[src/rtl/spi_slave.sv]
// SPI-style frame receiver: shifts a 145-bit frame from mosi while ss is low.
// Ports: clk, rst (sync, low), ss, mosi in; usr_key/addr/loc, mode, start out.
module spi_slave (
  input  logic         clk,
  input  logic         rst,
  input  logic         ss,
  input  logic         mosi,
  output logic [127:0] usr_key,
  output logic [7:0]   usr_addr,
  output logic [7:0]   usr_loc,
  output logic         mode,
  output logic         start
);

  typedef enum logic [1:0] {
    IDLE,
    SHIFT,
    HOLD
  } state_t;

  state_t r_state;
  state_t w_next;

  logic [144:0] r_sr;
  logic [7:0]   r_cnt;
  logic [127:0] r_key;
  logic [7:0]   r_addr;
  logic [7:0]   r_loc;
  logic         r_mode;
  logic         r_start;

  logic [144:0] w_frame;
  logic         w_last;

  // Frame as it stands once the current mosi bit is included.
  assign w_frame = {r_sr[143:0], mosi};
  // Counter holds bits already taken, so 144 means this edge takes bit 145.
  assign w_last  = (r_cnt == 8'd144);

  always_ff @(posedge clk) begin
    if (!rst) r_state <= IDLE;
    else      r_state <= w_next;
  end

  always_comb begin
    w_next = r_state;
    unique case (r_state)
      IDLE:    if (!ss) w_next = SHIFT;
      SHIFT: begin
        if (ss)          w_next = IDLE;
        else if (w_last) w_next = HOLD;
      end
      HOLD:    if (ss) w_next = IDLE;
      default: w_next = IDLE;
    endcase
  end

  always_ff @(posedge clk) begin
    if (!rst) begin
      r_sr    <= '0;
      r_cnt   <= '0;
      r_key   <= '0;
      r_addr  <= '0;
      r_loc   <= '0;
      r_mode  <= 1'b0;
      r_start <= 1'b0;
    end else begin
      r_start <= 1'b0;
      unique case (r_state)
        IDLE: begin
          if (!ss) begin
            r_sr  <= {144'd0, mosi};
            r_cnt <= 8'd1;
          end else begin
            r_cnt <= '0;
          end
        end
        SHIFT: begin
          if (ss) begin
            // Abort: drop the partial frame, outputs untouched.
            r_sr  <= '0;
            r_cnt <= '0;
          end else begin
            r_sr  <= w_frame;
            r_cnt <= r_cnt + 8'd1;
            if (w_last) begin
              r_mode  <= w_frame[144];
              r_addr  <= w_frame[143:136];
              r_loc   <= w_frame[135:128];
              r_key   <= w_frame[127:0];
              r_start <= 1'b1;
            end
          end
        end
        HOLD: begin
          if (ss) r_cnt <= '0;
        end
        default: r_cnt <= '0;
      endcase
    end
  end

  assign usr_key  = r_key;
  assign usr_addr = r_addr;
  assign usr_loc  = r_loc;
  assign mode     = r_mode;
  assign start    = r_start;

endmodule

[config.mk]
export PLATFORM = sky130hd
export DESIGN_NAME = spi_slave
export DESIGN_NICKNAME = d
export VERILOG_FILES = /design/src/rtl/spi_slave.sv
export SDC_FILE = /design/constraint.sdc
export NUM_CORES = 1
export LEC_CHECK = 0
export CAP_MARGIN = 10
export CORE_MARGIN = 2
export CORE_UTILIZATION = 40
export CTS_BUF_LIST = sky130_fd_sc_hd__clkbuf_4 sky130_fd_sc_hd__clkbuf_8
export CTS_CLUSTER_DIAMETER = 50
export DETAILED_ROUTE_END_ITERATION = 12
export HOLD_SLACK_MARGIN = 0.02
export MAX_ROUTING_LAYER = met4
export PLACE_DENSITY = 0.71
export SLEW_MARGIN = 20
export SYNTH_ARGS = -nofsm -noshare
export SYNTH_HDL_FRONTEND = slang
export SYNTH_SLANG_ARGS = --single-unit
[constraint.sdc]
create_clock -name clk -period 1.85 [get_ports clk]
set_clock_uncertainty 0.2 [all_clocks]
set_input_delay 0.2775 -clock clk [delete_from_list [all_inputs] [get_ports clk]]
set_output_delay 0.2775 -clock clk [all_outputs]
set_load 0.05 [all_outputs]
==> summary.txt <==
Outcome
  – Status: finished with violations
  – Violated checks: setup timing

Setup path
  – Worst R2R Start: r_cnt[1]
  – Worst Path Max Fanout: 10
  – Flop-to-flop setup slack: -0.06 ns
  – Setup crit end: usr_key[89]
  – Critical Path RT: 2.12 ns
  – Kind of critical path: reg -> reg
  – CP Launch Type: flop
  – Critical Path Sink Type: flop
  – Reg2Reg Depth: 7
  – Worst r2r dst: usr_key[89]
  – CP Launch Point: r_cnt[1]
  – Crit path arrival time: 2.18 ns

Flow run
  – MaxCap Viol Count: 0

Placed design
  – Hpwl dp: 15500 microns
  – Worst slack at placement: -0.272 ns
  – I/O Buffers: 149
  – Placed cells: 1732
  – DP Area: 13200 sq um
  – RD Place Congestion: 0.758

Logic synthesis
  – Syn Inst Count: 1259
  – Post-Syn Nets: 1265
  – Synth cell types: 35
  – Synthesized flop and latch total: 300
  – Post-synth EDFFs: 0
  – Post-synth top area cell: dfxtp_1
  – Top cells by area, synth: dfxtp_1, nand2_1, mux2i_1
  – Synth top area share: 52.3%
  – Post-synth ARST share: 0%
  – Mapped Area: 11500 sq um
  – Most used DFF post-synth: dfxtp_1
  – Syn. warnings: 0
  – Register area share after synthesis: 52.3%
  – Avg Inst Size Synth: 9.12 sq um

Timing
  – Worst Tran Pin Value: 0.544 ns
  – Fin crit share: 103%
  – Final worst slack: -0.0644 ns
  – Max-slew violations: 0
  – Final setup vio count: 118
  – RSZ-0062 raised after global routing: yes
  – Fmax: 522 MHz
  – Slew HR: 63.7%
  – Minimum clock period: 1.91 ns
  – Setup_tns: -3.40 ns
  – Final Hold Viols: 0
  – Hold slack: 0.218 ns

Clock network
  – CTS tree: done
  – Clock Root Buffer: clkbuf_8
  – Clk slew on worst S/H paths: 0.06 ns
  – Clk sinks: 300
  – Clock Latency Late Sink: 0.55 ns
  – TritonCTS Buffers: 50
  – H-tree depth: 2
  – Maximum buffer depth of the clock tree: 3

Finish
  – Commonest non-fill, non-tap cells in the layout: nand2_1, dfxtp_1, buf_4, mux2i_1, o21ai_0
  – Antenna fix cells: 0
  – Most common cell after layout, fill and taps aside: nand2_1
  – Fraction of layout cells with a size suffix above 1: 21.1%
  – Filler cells: 2594
  – Non-filler cells, final: 1833
  – Final design utilization: 51.3%
  – Post-layout instance area: 14600 sq um
  – Area growth syn-to-layout: 27.2%
  – Final net count: 1420

Detailed routing
  – Drt pass-1 iters: 4
  – Routed Antenna Nets: 0
  – Routed vias: 9097
  – Vias/cell: 4.96
  – Total Wirelength: 26100 microns
  – DRT iter0 DRCs: 622
  – Drt wl/cell: 14.2 microns
  – # DRC: 0

Power
  – Share of power burned in registers: 50.1%
  – Combinational power share: 2.6%
  – Cell Pwr Density: 885 nW/um^2
  – Psw: 2.81 mW
  – Power Internal: 10.1 mW
  – Sw frac: 21.7%
  – Max IR drop VDD: 0.474 mV
  – Tot Pwr: 12.9 mW
  – Clock Power Share: 47.3%
  – Static leakage: 5.13 nW

Floorplanning
  – # IOs: 150
  – Chip width: 173 microns
  – Die Area: 30100 sq um
  – Initial core utilization: 40.3%
  – Cell Rows: 62
  – Core ar.: 28500 sq um
  – Die H: 173 microns

Global route
  – Pin count of the biggest net entering global routing: 124
  – All-Layer GR Usage: 16.7%
  – First-pass GRT wire length: 41400 microns
  – GRT Residual Overflow: 0
  – Initial antenna violation count: 0
  – Vias in the first global route: 8478

Min path
  – Min-delay worst type: in -> reg
-- metal layers --
layer / track usage (%) / part of all wire, %
met1: 21.4 / 47
met2: 26.6 / 46
met3: 3.18 / 4.8
met4: 5.16 / 2.0
met5: - / 0
-- sequential cells by signal (all words and copies together) (netlist names) --
name and count:
r_sr 144, usr_key 128, r_cnt 8, usr_addr 8
usr_loc 8, r_state 2, mode 1, start 1
-- cell families after synthesis --
kind of cell | after synthesis | share of synthesized area (%)
AOI/OAI and AO/OA | 270 | 15.5
adders and majority gates | 2 | 0.218
and+or+nand+nor | 430 | 14.7
DFF | 300 | 52.3
xor gates and xnor gates | 2 | 0.153
muxes | 146 | 12.7
buffers and inverters | 109 | 4.37
-- final cells by class --
type | instances | area [sq um] | area share (%)
tap | 384 | 480 | 3.29
timing repair buffer | 209 | 2010 | 13.8
sequential | 300 | 6010 | 41.2
clock inverter | 9 | 78.8 | 0.540
clock buffer | 78 | 992 | 6.80
inverter | 3 | 11.3 | 0.0771
multi-input combinational | 850 | 5010 | 34.4
-- worst min path at each step --
stage               slack, ns          from  cells after the start           end
floorplan                0.15            ss                      1      r_cnt[0]
global placement         0.24          mode                      2          mode
detailed placement       0.25  usr_key[103]                      2  usr_key[103]
CTS                      0.19          mosi                      3       r_sr[0]
global route             0.20          mosi                      3       r_sr[0]
finish                   0.22          mosi                      3       r_sr[0]
-- Yosys cell counts (6+ instances only) --
master	count
buf_6	6
buf_2	8
a21boi_1	9
dfxtp_1	300
clkbuf_1	78
mux2i_1	145
nand2_1	409
a21boi_0	104
o21ai_0	116
a22o_1	32
buf_4	10
-- worst max-delay path: stages, from the launching register on --
cell and delay (ns):
dfxtp_2 0.32, inv_2 0.07, ha_4 0.11, and4bb_2 0.24, and4_4 0.33, buf_6 0.17
clkbuf_16 0.18, mux2i_1 0.20
-- power by group through the flow --
stage          registers (mW)  clock network, mW  logic, mW
2_1_floorplan            6.61                  0      0.220
3_3_place_gp             6.61                  0      0.329
3_5_place_dp             6.61                  0      0.329
4_1_cts                  6.47               6.28      0.332
5_1_grt                  6.46               6.60      0.364
6_report                 6.47               6.11      0.331
-- timing repair --
item / in CTS / in global routing
hold endpoints to repair: 2 / 0
endpoints found under the setup margin: 59 / 149
hold buffers: 1 / 0
buffers inserted: 1 / 2
resized for setup: 2 / 21
pin swaps: 0 / 0
cloned: 0 / 10
Note: power is estimated with default switching activity, not from simulation.
